`src/rtl/mem_port_arbiter.sv`:
```
// Two-requester arbiter sharing one cache-line memory port: port 0 = I-fetch (read-only), port 1 = D-cache DMA (read/write).
// Optional build macro ARB_ROUND_ROBIN_EN replaces fixed priority with a last-served round-robin pointer.
`timescale 1ns/1ps
module mem_port_arbiter #(
  parameter  int OFFSET_W    = 2,
  parameter  int PRIO_DCACHE = 1,
  localparam int LINE_W      = 32 * (2 << OFFSET_W)
) (
  input  logic              clk,
  input  logic              rstn,
  input  logic              m0_req,
  input  logic [31:0]       m0_addr,
  output logic              m0_addrOK,
  output logic              m0_dataOK,
  output logic [LINE_W-1:0] m0_rdata,
  input  logic              m1_req,
  input  logic              m1_wr,
  input  logic [31:0]       m1_addr,
  input  logic [31:0]       m1_wdata,
  input  logic [1:0]        m1_size,
  input  logic [3:0]        m1_wstrb,
  output logic              m1_addrOK,
  output logic              m1_dataOK,
  output logic [LINE_W-1:0] m1_rdata,
  output logic              mem_req,
  output logic              mem_wr,
  output logic [31:0]       mem_addr,
  output logic [31:0]       mem_wdata,
  output logic [1:0]        mem_size,
  output logic [3:0]        mem_wstrb,
  input  logic              mem_addrOK,
  input  logic              mem_dataOK,
  input  logic [LINE_W-1:0] mem_rdata,
  output logic              arb_busy,
  output logic              arb_grant
);

  typedef enum logic [1:0] {IDLE, ADDR, DATA} state_e;

  state_e state_q, state_d;
  logic   grant_q, grant_d;
  logic   pick;

`ifdef ARB_ROUND_ROBIN_EN
  logic rr_q, rr_d;

  // On a collision the port that was not served last wins.
  assign pick = ~rr_q;
`else
  assign pick = (PRIO_DCACHE != 0);
`endif

  always_ff @(posedge clk or negedge rstn) begin
    if (!rstn) begin
      state_q <= IDLE;
      grant_q <= 1'b0;
`ifdef ARB_ROUND_ROBIN_EN
      rr_q    <= 1'b0;
`endif
    end else begin
      state_q <= state_d;
      grant_q <= grant_d;
`ifdef ARB_ROUND_ROBIN_EN
      rr_q    <= rr_d;
`endif
    end
  end

  always_comb begin
    state_d = state_q;
    grant_d = grant_q;
`ifdef ARB_ROUND_ROBIN_EN
    rr_d    = rr_q;
`endif
    case (state_q)
      IDLE: begin
        if (m0_req && m1_req) begin
          grant_d = pick;
          state_d = ADDR;
        end else if (m0_req) begin
          grant_d = 1'b0;
          state_d = ADDR;
        end else if (m1_req) begin
          grant_d = 1'b1;
          state_d = ADDR;
        end
      end
      ADDR: begin
        // Writes finish at address acceptance; reads wait for the line.
        if (mem_addrOK) begin
          state_d = mem_wr ? IDLE : DATA;
`ifdef ARB_ROUND_ROBIN_EN
          rr_d    = grant_q;
`endif
        end
      end
      DATA: begin
        if (mem_dataOK) state_d = IDLE;
      end
      default: state_d = IDLE;
    endcase
  end

  always_comb begin
    mem_req   = 1'b0;
    mem_wr    = 1'b0;
    mem_addr  = '0;
    mem_wdata = '0;
    mem_size  = '0;
    mem_wstrb = '0;
    m0_addrOK = 1'b0;
    m1_addrOK = 1'b0;
    m0_dataOK = 1'b0;
    m1_dataOK = 1'b0;
    if (state_q == ADDR) begin
      mem_req = 1'b1;
      if (grant_q) begin
        mem_wr    = m1_wr;
        mem_addr  = m1_addr;
        mem_wdata = m1_wdata;
        mem_size  = m1_size;
        mem_wstrb = m1_wstrb;
        m1_addrOK = mem_addrOK;
      end else begin
        // Instruction fetch is always a full-word read.
        mem_addr  = m0_addr;
        mem_size  = 2'd2;
        mem_wstrb = 4'b1111;
        m0_addrOK = mem_addrOK;
      end
    end
    if (state_q == DATA) begin
      if (grant_q) m1_dataOK = mem_dataOK;
      else         m0_dataOK = mem_dataOK;
    end
  end

  assign m0_rdata  = mem_rdata;
  assign m1_rdata  = mem_rdata;
  assign arb_busy  = (state_q != IDLE);
  assign arb_grant = grant_q;

endmodule
```
`config.mk`:
```
export PLATFORM = sky130hd
export DESIGN_NAME = mem_port_arbiter
export DESIGN_NICKNAME = d
export VERILOG_FILES = /design/src/rtl/mem_port_arbiter.sv
export SDC_FILE = /design/constraint.sdc
export NUM_CORES = 1
export LEC_CHECK = 0
export CORE_AREA = 2 2 374 376
export CTS_CLUSTER_DIAMETER = 40
export DETAILED_ROUTE_END_ITERATION = 10
export DIE_AREA = 0 0 376 378
export SYNTH_ARGS = -nofsm -noshare
export SYNTH_HDL_FRONTEND = slang
export SYNTH_SLANG_ARGS = --single-unit
```
`constraint.sdc`:
```
create_clock -name clk -period 2.05 [get_ports clk]
set_input_delay 0.3075 -clock clk [delete_from_list [all_inputs] [get_ports clk]]
set_output_delay 0.3075 -clock clk [all_outputs]
set_load 0.02 [all_outputs]
```
==> flow_summary.json <==
{
  "cts_made_buffers": 3,
  "fin_area_um2": 5970,
  "layout.nets": 700,
  "cp_common_cell": "buf_12",
  "swShare_pct": 52.0,
  "endpoint": "mem_addr[7]",
  "grt_pass1_wl_um": 81000,
  "leakagePower_uw": 0.00172,
  "grt.overflow.total": 0,
  "worstMarginPinSlew_ns": 0.349,
  "critPathMaxFanout": 7,
  "synth_area_um2": 4820,
  "hold_viol": 0,
  "power.share.combinational_pct": 93.1,
  "start_util_pct": 3.48,
  "syn2layout_area_growth_pct": 23.7,
  "async_reset_ff_share_pct": 100,
  "rsz0062_at_grt": "yes",
  "clkTransAtPathRegs_ns": 0.03,
  "portBuffers": 186,
  "pwr_density_cell_nw_per_um2": 1080,
  "synth-seq-cells": 3,
  "drc": 0,
  "via_per_inst": 1.29,
  "synth_edf_count": 0,
  "reg2reg_to": "state_q[1]",
  "antenna_found_initial": 8,
  "grt_pass1_vias": 2663,
  "wl_per_cell_um": 35.4,
  "cts_tree": "yes",
  "cts_hold_buf": 0,
  "switchingPower_uw": 3360,
  "slew_headroom_pct": 76.3,
  "yosysSeqAreaShare_pct": 1.56,
  "hold_slack_ns": 0.265,
  "clock-sinks": 3,
  "clockBufferDepth": 2,
  "end_kind": "output pin",
  "fin_crit_sh_pct": 100,
  "place_ws_ns": -0.281,
  "worstHoldPathType": "input port to asynchronous set/reset pin",
  "synth-main-ff-cell": "dfrtp_1",
  "dieArea_um2": 142000,
  "critical_path_class": "flip-flop to output pin",
  "startpoint_type": "flip-flop",
  "timing.fmax_ghz": 0.488,
  "power_frac_seq_pct": 2.0,
  "dr.first_iter.drc_count": 123,
  "grt_max_degree": 26,
  "r2r-start": "arb_grant",
  "finClkSkew_ns": 0.00336,
  "reg2reg_slack_ns": 0.73,
  "fin_crit_ns": 2.05,
  "syn_inst": 650,
  "rr_worst_depth": 4,
  "avgSynthCellArea_um2": 7.42,
  "crit_chain": "buf_12 > buf_16 > buf_12 > mux2i_4 > nor2_4 > buf_12",
  "rows": 137,
  "cp-startpoint": "arb_grant",
  "ant_nets": 0,
  "pwr-share-clk_pct": 4.9,
  "setup_ws_ns": 0.000569,
  "grtUsageTotal_pct": 10.0,
  "critPathRequiredTime_ns": 1.74,
  "dr_total_vias": 2761,
  "critPathSlowestCell": "dfrtp_4",
  "cts_max_level": 1,
  "setup_violations": 0,
  "finalPower_uw": 6460,
  "vdd_drop_max_mv": 0.303,
  "cts_root_buf": "clkbuf_16",
  "maxCapViolations": 0,
  "drv_slew": 0,
  "drt_wl_total_um": 75900,
  "insertion_delay_ns": 0.23,
  "cp.arrival_ns": 1.74,
  "drt-pass1-iter-count": 5,
  "gp_congestion": 0.800,
  "drive_above_1_share_pct": 35.3,
  "fp.coreArea_um2": 139000,
  "status": "finished, final reports clean",
  "pin_count": 955,
  "yosysWarnings": 0,
  "synth.net_count": 1015,
  "die_w_um": 376,
  "ys_types": 21,
  "intPower_uw": 3100,
  "die_y_um": 378,
  "slowest_delay_ns": 0.50,
  "dp_hpwl_um": 72500,
  "antennaDiodeCount": 0,
  "post_dp_cell_area_um2": 5420
}
==> through the flow <==
step | cells | TNS [ns] | utilization (%)
3_5_place_dp | 2129 | -2.13 | 3.91
6_report | 2141 | 0 | 4.31
2_1_floorplan | 650 | 0 | -
3_3_place_gp | 2129 | -1.82 | 3.91
4_1_cts | 2138 | -0.0515 | 4.21
5_1_grt | 2141 | -0.127 | 4.31
==> synthesized netlist by cell type (all sizes together) (2+ instances only) <==
master,count,share of area (%)
and3,36,4.7
mux2i,32,6.6
nor2,32,2.5
o21a,5,0.78
dfrtp,3,1.6
nor3b,2,0.31
buf,525,82
clkbuf,3,0.23
inv,3,0.34
==> placed cells by master (no fill, tap or decap), drive strengths merged, types with 3 or more instances in the layout <==
cell type      count
dfrtp              3
clkdlybuf4s50    111
buf               58
mux2i             32
dlygate4sd2       38
clkbuf             5
o21a               5
inv                3
nor2              32
and3              36
==> how the worst min path moves through the flow <==
stage          slack (ns)  from  cells after the start    endpoint
2_1_floorplan        0.01  rstn                      0   arb_grant
3_3_place_gp         0.50  rstn                      1  state_q[1]
3_5_place_dp         0.51  rstn                      1  state_q[0]
4_1_cts              0.27  rstn                      1   arb_grant
5_1_grt              0.27  rstn                      1   arb_grant
6_report             0.27  rstn                      1   arb_grant
==> layout make-up <==
cell class	instances	area (um^2)
fill	16418	133000
timing repair buffer	208	2360
tap	1807	2260
multi-input combinational	116	1170
sequential	3	78.8
clock buffer	4	78.8
inverter	3	16.3
==> power groups by stage <==
stage	clock, uW	combinational [uW]	sequential [uW]
after detailed placement	0	5460	236
after global placement	0	5430	230
after global routing	329	6480	134
after CTS	318	6100	128
final	316	6010	130
after floorplan	0	3420	129
==> state kept, by name, indices dropped and copies added (netlist names) <==
register and flops:
arb_grant 1, state_q 2
==> kinds of logic (layout without fill, tap and decap cells) <==
logic type	count (synthesis)	count (layout)	synth area share, %
buf+inv	531	215	82.2
compound gates	8	8	1.25
flops	3	3	1.56
simple gates	76	76	8.32
mux	32	32	6.64
==> layer usage <==
metal  GRT usage [%]  wire, um  vias to the layer above
met4            1.91      1800                        4
met5           0.995       202                        -
met3            18.3     29300                      104
met2            15.5     33200                      775
met1            4.34     11300                      999
li1                -         -                      879
==> worst max-delay path: cells and delay by family, from the launching register on <==
| kind | cells | cell delay (ns) |
|---|---|---|
| flip-flops | 1 | 0.50 |
| buffers and inverters | 4 | 0.59 |
| AND/OR/NAND/NOR | 1 | 0.21 |
| multiplexers | 1 | 0.20 |
==> repair_timing <==
| action | 4_1_cts | 5_1_grt |
|---|---|---|
| gates resized for setup | 107 | 19 |
| gates cloned | 0 | 1 |
| setup buffers | 5 | 2 |
| setup endpoints to repair | 68 | 22 |
| pin swaps | 3 | 2 |
Note: power is estimated with default switching activity, not from simulation.
